==> config.mk <==
export PLATFORM = sky130hd
export DESIGN_NAME = sdf_r2_butterfly_stage_flat
export DESIGN_NICKNAME = d
export VERILOG_FILES = /design/src/rtl/fft_pkg.sv /design/src/rtl/sdf_r2_butterfly_stage_if.sv /design/src/rtl/sdf_feedback_fifo.sv /design/src/rtl/sdf_r2_butterfly_stage.sv /design/src/flat_wrapper.sv
export SDC_FILE = /design/constraint.sdc
export NUM_CORES = 1
export LEC_CHECK = 0
export CAP_MARGIN = 20
export CORE_AREA = 2 2 415 417
export CTS_CLUSTER_SIZE = 28
export DETAILED_ROUTE_END_ITERATION = 8
export DIE_AREA = 0 0 417 419
export GPL_TIMING_DRIVEN = 0
export PLACE_DENSITY = 0.51
export SETUP_SLACK_MARGIN = 0.05
export SLEW_MARGIN = 5
export SYNTH_ARGS = -nofsm -noshare
export SYNTH_HDL_FRONTEND = slang
export SYNTH_SLANG_ARGS = --single-unit
==> constraint.sdc <==
create_clock -name clk -period 8.03 [get_ports clk]
set_clock_uncertainty 0.15 [all_clocks]
set_input_delay 0.803 -clock clk [delete_from_list [all_inputs] [get_ports clk]]
set_output_delay 0.803 -clock clk [all_outputs]
set_load 0.02 [all_outputs]
==> src/rtl/fft_pkg.sv <==
// Shared helpers for the mixed-radix FFT pipeline: width derivation,
// counter sizing and the saturate/scale rule applied after butterfly add/sub.
package fft_pkg;

  localparam int MAX_W = 64;

  function automatic int clog2(input int v);
    int r;
    r = 0;
    while ((1 << r) < v) r++;
    return r;
  endfunction

  function automatic int data_width(input int integer_size, input int fract_size);
    return integer_size + fract_size;
  endfunction

  // Saturate a wide signed value to w bits, or halve it (floor) when scale is set.
  function automatic logic signed [MAX_W-1:0] sat_shift(input logic signed [MAX_W-1:0] v,
                                                        input int w,
                                                        input logic scale);
    logic signed [MAX_W-1:0] hi;
    logic signed [MAX_W-1:0] lo;
    hi = (64'sd1 <<< (w - 1)) - 64'sd1;
    lo = -(64'sd1 <<< (w - 1));
    if (scale) return v >>> 1;
    if (v > hi) return hi;
    if (v < lo) return lo;
    return v;
  endfunction

endpackage

==> src/rtl/sdf_r2_butterfly_stage_if.sv <==
// Sample stream into and out of the SDF butterfly stage; slave is the stage side.
interface sdf_r2_butterfly_stage_if #(
  parameter int DATA_WIDTH = 18,
  parameter int CNT_WIDTH  = 6
);
  logic                         in_valid;
  logic signed [DATA_WIDTH-1:0] in_r;
  logic signed [DATA_WIDTH-1:0] in_i;
  logic                         out_valid;
  logic signed [DATA_WIDTH-1:0] out_r;
  logic signed [DATA_WIDTH-1:0] out_i;
  logic        [CNT_WIDTH-1:0]  out_cnt;

  modport master (
    output in_valid, in_r, in_i,
    input  out_valid, out_r, out_i, out_cnt
  );

  modport slave (
    input  in_valid, in_r, in_i,
    output out_valid, out_r, out_i, out_cnt
  );
endinterface

==> src/rtl/sdf_feedback_fifo.sv <==
// Circular feedback buffer of DELAY complex words; the head read on an enabled
// cycle is the word written DELAY enabled cycles earlier, then overwritten.
module sdf_feedback_fifo
  import fft_pkg::*;
#(
  parameter int DATA_WIDTH = 18,
  parameter int DELAY      = 32
) (
  input  logic                         clk,
  input  logic                         rst,
  input  logic                         en,
  input  logic signed [DATA_WIDTH-1:0] wr_r,
  input  logic signed [DATA_WIDTH-1:0] wr_i,
  output logic signed [DATA_WIDTH-1:0] rd_r,
  output logic signed [DATA_WIDTH-1:0] rd_i
);

  localparam int PTR_W = clog2(DELAY);

  logic signed [DATA_WIDTH-1:0] mem_r [DELAY];
  logic signed [DATA_WIDTH-1:0] mem_i [DELAY];
  logic        [PTR_W-1:0]      ptr;

  assign rd_r = mem_r[ptr];
  assign rd_i = mem_i[ptr];

  // DELAY is a power of two, so the pointer wraps on its own.
  always_ff @(posedge clk) begin
    if (rst) ptr <= '0;
    else if (en) ptr <= ptr + 1'b1;
  end

  always_ff @(posedge clk) begin
    if (en) begin
      mem_r[ptr] <= wr_r;
      mem_i[ptr] <= wr_i;
    end
  end

endmodule

==> src/rtl/sdf_r2_butterfly_stage.sv <==
// Radix-2 SDF butterfly stage: pairs samples DELAY apart through the feedback
// buffer, emits sums in the second half-frame and differences in the next first half.
module sdf_r2_butterfly_stage
  import fft_pkg::*;
#(
  parameter int INTEGER_SIZE = 6,
  parameter int FRACT_SIZE   = 12,
  parameter int DELAY        = 32,
  parameter int SCALE        = 0
) (
  input logic                    clk,
  input logic                    rst,
  sdf_r2_butterfly_stage_if.slave bus
);

  localparam int DATA_WIDTH = data_width(INTEGER_SIZE, FRACT_SIZE);
  localparam int CNT_W      = clog2(2 * DELAY);

  function automatic logic signed [DATA_WIDTH-1:0] fit(input logic signed [DATA_WIDTH:0] v);
    logic signed [MAX_W-1:0] wide;
    wide = {{(MAX_W-DATA_WIDTH-1){v[DATA_WIDTH]}}, v};
    return DATA_WIDTH'(sat_shift(wide, DATA_WIDTH, SCALE != 0));
  endfunction

  logic [CNT_W-1:0]             in_cnt;
  logic                         primed;
  logic                         bfly;
  logic signed [DATA_WIDTH-1:0] head_r, head_i;
  logic signed [DATA_WIDTH-1:0] wr_r, wr_i;
  logic signed [DATA_WIDTH-1:0] res_r, res_i;
  logic signed [DATA_WIDTH:0]   sum_r, sum_i, dif_r, dif_i;

  logic                         vld_p1;
  logic signed [DATA_WIDTH-1:0] r_p1, i_p1;
  logic [CNT_W-1:0]             cnt_p1;

  // Upper half of the frame (in_cnt >= DELAY) is the butterfly phase.
  assign bfly = in_cnt[CNT_W-1];

  sdf_feedback_fifo #(
    .DATA_WIDTH (DATA_WIDTH),
    .DELAY      (DELAY)
  ) u_fifo (
    .clk  (clk),
    .rst  (rst),
    .en   (bus.in_valid),
    .wr_r (wr_r),
    .wr_i (wr_i),
    .rd_r (head_r),
    .rd_i (head_i)
  );

  // Stage p0: butterfly on buffer head and incoming sample.
  assign sum_r = {head_r[DATA_WIDTH-1], head_r} + {bus.in_r[DATA_WIDTH-1], bus.in_r};
  assign sum_i = {head_i[DATA_WIDTH-1], head_i} + {bus.in_i[DATA_WIDTH-1], bus.in_i};
  assign dif_r = {head_r[DATA_WIDTH-1], head_r} - {bus.in_r[DATA_WIDTH-1], bus.in_r};
  assign dif_i = {head_i[DATA_WIDTH-1], head_i} - {bus.in_i[DATA_WIDTH-1], bus.in_i};

  always_comb begin
    wr_r  = bus.in_r;
    wr_i  = bus.in_i;
    res_r = head_r;
    res_i = head_i;
    if (bfly) begin
      wr_r  = fit(dif_r);
      wr_i  = fit(dif_i);
      res_r = fit(sum_r);
      res_i = fit(sum_i);
    end
  end

  // Stage p1: registered output; data holds across input gaps.
  always_ff @(posedge clk) begin
    if (rst) begin
      in_cnt <= '0;
      primed <= 1'b0;
      vld_p1 <= 1'b0;
      cnt_p1 <= '0;
      r_p1   <= '0;
      i_p1   <= '0;
    end else begin
      vld_p1 <= bus.in_valid & (primed | (in_cnt == CNT_W'(DELAY)));
      if (bus.in_valid) begin
        in_cnt <= in_cnt + 1'b1;
        if (in_cnt == CNT_W'(DELAY - 1)) primed <= 1'b1;
        cnt_p1 <= in_cnt - CNT_W'(DELAY);
        r_p1   <= res_r;
        i_p1   <= res_i;
      end
    end
  end

  assign bus.out_valid = vld_p1;
  assign bus.out_r     = r_p1;
  assign bus.out_i     = i_p1;
  assign bus.out_cnt   = cnt_p1;

endmodule
==> src/flat_wrapper.sv <==
// flat-port wrapper written by rule: the top's interface ports become plain ports
module sdf_r2_butterfly_stage_flat import fft_pkg::*;
#(
  parameter int INTEGER_SIZE = 6,
  parameter int FRACT_SIZE   = 12,
  parameter int DELAY        = 32,
  parameter int SCALE        = 0
)
  (clk, rst, bus_in_valid, bus_in_r, bus_in_i, bus_out_valid, bus_out_r, bus_out_i, bus_out_cnt);
  sdf_r2_butterfly_stage_if bus_i ();
  input logic clk;
  input logic rst;
  input wire logic [$bits(bus_i.in_valid)-1:0] bus_in_valid;
  input wire logic [$bits(bus_i.in_r)-1:0] bus_in_r;
  input wire logic [$bits(bus_i.in_i)-1:0] bus_in_i;
  output wire logic [$bits(bus_i.out_valid)-1:0] bus_out_valid;
  output wire logic [$bits(bus_i.out_r)-1:0] bus_out_r;
  output wire logic [$bits(bus_i.out_i)-1:0] bus_out_i;
  output wire logic [$bits(bus_i.out_cnt)-1:0] bus_out_cnt;
  assign bus_i.in_valid = bus_in_valid;
  assign bus_i.in_r = bus_in_r;
  assign bus_i.in_i = bus_in_i;
  assign bus_out_valid = bus_i.out_valid;
  assign bus_out_r = bus_i.out_r;
  assign bus_out_i = bus_i.out_i;
  assign bus_out_cnt = bus_i.out_cnt;
  sdf_r2_butterfly_stage #(.INTEGER_SIZE(INTEGER_SIZE), .FRACT_SIZE(FRACT_SIZE), .DELAY(DELAY), .SCALE(SCALE)) u_core (.clk(clk), .rst(rst), .bus(bus_i));
endmodule
==> results of run 1 <==
==> flip-flops by register name (all words and copies together), names as in the netlist, named ones only <==
signal and flops:
u_core.u_fifo.mem_i 576, u_core.u_fifo.mem_r 576, u_core.bus.out_i 18, u_core.bus.out_r 18, u_core.bus.out_cnt 6, u_core.in_cnt 6
u_core.u_fifo.ptr 5, u_core.bus.out_valid 1, u_core.primed 1
==> routing by layer <==
layer	wire, µm	track usage (%)	up-vias
li1	-	-	11600
met1	65540	24.10	14960
met2	73100	28.08	1070
met3	9875	2.838	249
met4	7907	8.855	0
met5	0	0	-
==> worst max-delay path: stages (launching register included) <==
cell and delay, ns:
sky130_fd_sc_hd__dfxtp_1 0.30, sky130_fd_sc_hd__clkbuf_1 0.47, sky130_fd_sc_hd__clkbuf_1 0.57, sky130_fd_sc_hd__clkbuf_1 0.82, sky130_fd_sc_hd__mux4_2 0.42, sky130_fd_sc_hd__mux4_2 0.54
sky130_fd_sc_hd__mux2_2 0.38, sky130_fd_sc_hd__ha_1 0.29, sky130_fd_sc_hd__buf_2 0.18, sky130_fd_sc_hd__o21a_1 0.20, sky130_fd_sc_hd__o31a_1 0.14, sky130_fd_sc_hd__o32ai_2 0.38
sky130_fd_sc_hd__o21ai_1 0.20, sky130_fd_sc_hd__a21oi_1 0.26, sky130_fd_sc_hd__xnor2_1 0.21, sky130_fd_sc_hd__clkbuf_1 0.41, sky130_fd_sc_hd__clkbuf_1 0.56, sky130_fd_sc_hd__a21oi_1 0.18
sky130_fd_sc_hd__o22ai_2 0.66, sky130_fd_sc_hd__buf_8 0.24
==> layout make-up <==
class	count	area [µm²]
clock buffers	164	3518
well taps	2233	2794
inverters	71	266.5
flip-flops and latches	1212	35790
repair buffers	243	3338
multi-input cells	1205	14450
clock inverters	69	546.8
fillers	15680	109200
diodes	2	5.005
plain buffers	155	699.4
==> worst min-delay path by stage <==
stage / start / end
after floorplan: u_core.primed / u_core.primed
after global placement: u_core.bus.out_r[10] / u_core.bus.out_r[10]
after detailed placement: u_core.bus.out_r[7] / u_core.bus.out_r[7]
after CTS: u_core.bus.out_r[7] / u_core.bus.out_r[7]
after global routing: u_core.bus.out_r[9] / u_core.bus.out_r[9]
final: u_core.bus.out_r[5] / u_core.bus.out_r[5]
==> metrics by stage <==
| stage | setup WS, ns | hold WS [ns] |
|---|---|---|
| after global routing | 0.04456 | 0.3232 |
| after global placement | -2.672 | 0.2970 |
| after floorplan | 2.112 | 0.2909 |
| after CTS | 0.3192 | 0.3063 |
| final | 0.2714 | 0.3044 |
| after detailed placement | 0.3364 | 0.2984 |
==> power by group through the flow <==
stage | Clock (mW) | Combinational (mW) | Sequential (mW)
final | 5.80 | 1.91 | 7.01
after CTS | 5.91 | 1.91 | 7.01
after detailed placement | 0 | 1.91 | 7.15
after floorplan | 0 | 1.20 | 7.17
after global routing | 6.16 | 2.06 | 7.01
after global placement | 0 | 1.83 | 7.16
==> logic make-up (layout without fill, tap and decap cells) <==
logic type	after synthesis	after routing	synth area share, %
fa+ha+maj	84	84	2.122
other cells	0	2	0
mux	412	412	17.11
compound gates	325	325	4.160
simple gates	323	323	3.109
flops	1212	1212	70.59
buf+inv	226	702	1.860
xor+xnor	61	61	1.054
==> synth_stat cells, drive strengths merged, types with 7 or more instances <==
cell type  number
mux2i          14
ha             78
xor2           18
nor2          112
o21a           22
inv            70
o211ai         19
o21bai         12
mux4          360
dfxtp          60
nor3           32
nand3b          7
nand4b         15
a31oi           9
nor2b          21
o22ai          19
a211oi         18
a21oi          80
edfxtp       1152
clkbuf         91
mux2           38
nand2          73
xnor2          43
o21ai          79
nand3          16
nand2b         15
o31ai           7
a21o            9
buf            64
==> results.tsv, run 1 <==
stage	metric	value	unit
power	fraction of power consumed by combinational cells	13.0	%
grt	maximum number of pins on one net before global-route repair	33	
cts	Clk Tree Root Cell	sky130_fd_sc_hd__clkbuf_16	
cts	clock slew at the register clock pins of the worst setup and hold paths	0.06	ns
die	Initial Utilization	29.73	%
cts	clock tree from TritonCTS	yes	
power	Lkg Pwr	19.23	nW
power	relative contribution of the clock network to total power	39.4	%
logic_synthesis	post-synthesis instance area	50710	µm²
power	internal portion of total power	11.04	mW
hold_path	worst min-delay path class	reg -> reg	
timing	final total negative setup slack	0	ns
grt	global-route wire length before repair	218500	µm
logic_synthesis	most used flip-flop cell after synthesis	sky130_fd_sc_hd__edfxtp_1	
timing	final critical delay including setup and external delays	7.759	ns
logic_synthesis	ys async rst share	0	%
worst_setup_path	number of cell instances on the worst register-to-register path	19	
grt	global-route usage over all layers	17.86	%
logic_synthesis	number of storage elements in the synthesis netlist	1212	
timing	actual slew at the worst max-slew pin	1.222	ns
logic_synthesis	cell type contributing the most total cell area after synthesis	sky130_fd_sc_hd__edfxtp_1	
placement	count of port buffers added during placement	79	
layout	Area Overhead vs Synth	21.10	%
worst_setup_path	Worst setup SP type	flip-flop	
routing	number of DRC violations after detailed-routing iteration 0	3410	
power	largest voltage drop on the vdd net	0.2189	mV
routing	drt wl/cell	29.22	µm
placement	Placed Area	57260	µm²
worst_setup_path	category of the critical setup timing path	reg -> reg	
timing	Final Hold Fails	0	
placement	placer congestion estimate	0.8766	
logic_synthesis	synthesized area per cell	19.19	µm²
cts	CTS resizes	0	
status	outcome	finished, final reports clean	
routing	drc violations	0	
hold_path	hold path depth	2	
timing	Tcrit/Tclk final	96.62	%
routing	post-detailed-route count of antenna-violating nets	0	
cts	Clk Latency, worst-skew pair	0.77	ns
power	sequential group share of total power	47.6	%
logic_synthesis	number of distinct standard cells referenced by the synthesized netlist	72	
routing	drt first pass iters	5	
logic_synthesis	number of warnings issued by yosys	0	
timing	RSZ-0062 raised after global routing	false	
layout	count of nets after finishing	3140	
logic_synthesis	top post-synthesis cells by area	sky130_fd_sc_hd__edfxtp_1 68%, sky130_fd_sc_hd__mux4_2 16%, sky130_fd_sc_hd__dfxtp_1 2.4%	
die	width of the chip	417	µm
placement	dpl hpwl	110400	µm
die	die outline height	419	µm
worst_setup_path	critical register-to-register path endpoint	u_core.u_fifo.mem_r[4][1]	
worst_setup_path	maximum fanout count along the critical path	18	
placement	post-placement cell count	5117	
timing	upper clock frequency limit	128.9	MHz
grt	global-route congestion overflow total	0	
grt	initial antenna violation count	2	
logic_synthesis	part of the Yosys area used for sequential elements	70.59	%
grt	via count of the first global-routing pass	27980	
layout	Final Util	36.00	%
routing	via count	27870	
die	DIE AREA	174700	µm²
die	core area	170600	µm²
timing	Final Max Slew Viols	0	
power	power density over the cells	239.7	nW/µm²
logic_synthesis	share of the synthesized area in the top cell type	68.22	%
layout	most frequent standard cell in the layout excluding fill and tap cells	sky130_fd_sc_hd__edfxtp_1	
logic_synthesis	post-synth net total	2764	
timing	Setup-failing EPs final	0	
power	switching part of the total power	25.01	%
layout	Layout Cell Area excl Fill	61410	µm²
worst_setup_path	category of the worst setup path capture point	flip-flop	
routing	via density per instance	5.205	
worst_setup_path	Required @ worst endpoint	8.49	ns
timing	worst slew margin relative to its limit	18.53	%
cts	CTS Buf Count	131	
die	total I/O pin count	82	
power	Final Power	14.72	mW
cts	Max clock buf depth	3	
worst_setup_path	arrival time at the worst endpoint	8.22	ns
layout	top library cells by usage in the layout, fill and taps aside	1152 x sky130_fd_sc_hd__edfxtp_1, 360 x sky130_fd_sc_hd__mux4_2, 136 x sky130_fd_sc_hd__clkbuf_16, 105 x sky130_fd_sc_hd__clkbuf_1, 91 x sky130_fd_sc_hd__nor2_1	
logic_synthesis	EDFF count, synth	1152	
cts	cts hold-fix bufs	0	
power	switching component of the power	3.681	mW
cts	H-tree levels	4	
routing	total routed wirelength	156400	µm
cts	number of post-CTS setup repair buffers	0	
cts	Sink Count	1212	
die	Site Rows	152	
layout	fraction of final layout cells sized beyond drive strength 1	28.37	%
job	number of max-capacitance violations reported	0	
logic_synthesis	post-synthesis instance total	2643	
worst_setup_path	flop-to-flop setup slack	0.27	ns
layout	post-layout instance count excluding filler cells	5354	
worst_setup_path	termination of the worst setup path	u_core.u_fifo.mem_r[4][1]	
No activity file was read; power rests on OpenSTA's default activity.
==> run 2: changes to the inputs <==
--- a/config.mk
+++ b/config.mk
@@ -10,6 +10,7 @@
 export CTS_CLUSTER_SIZE = 28
 export DETAILED_ROUTE_END_ITERATION = 8
 export DIE_AREA = 0 0 417 419
+export GPL_ROUTABILITY_DRIVEN = 0
 export GPL_TIMING_DRIVEN = 0
 export PLACE_DENSITY = 0.51
 export SETUP_SLACK_MARGIN = 0.05
==> results of run 2 <==
No change in the layout: final DEF, timing and power equal those of run 1.
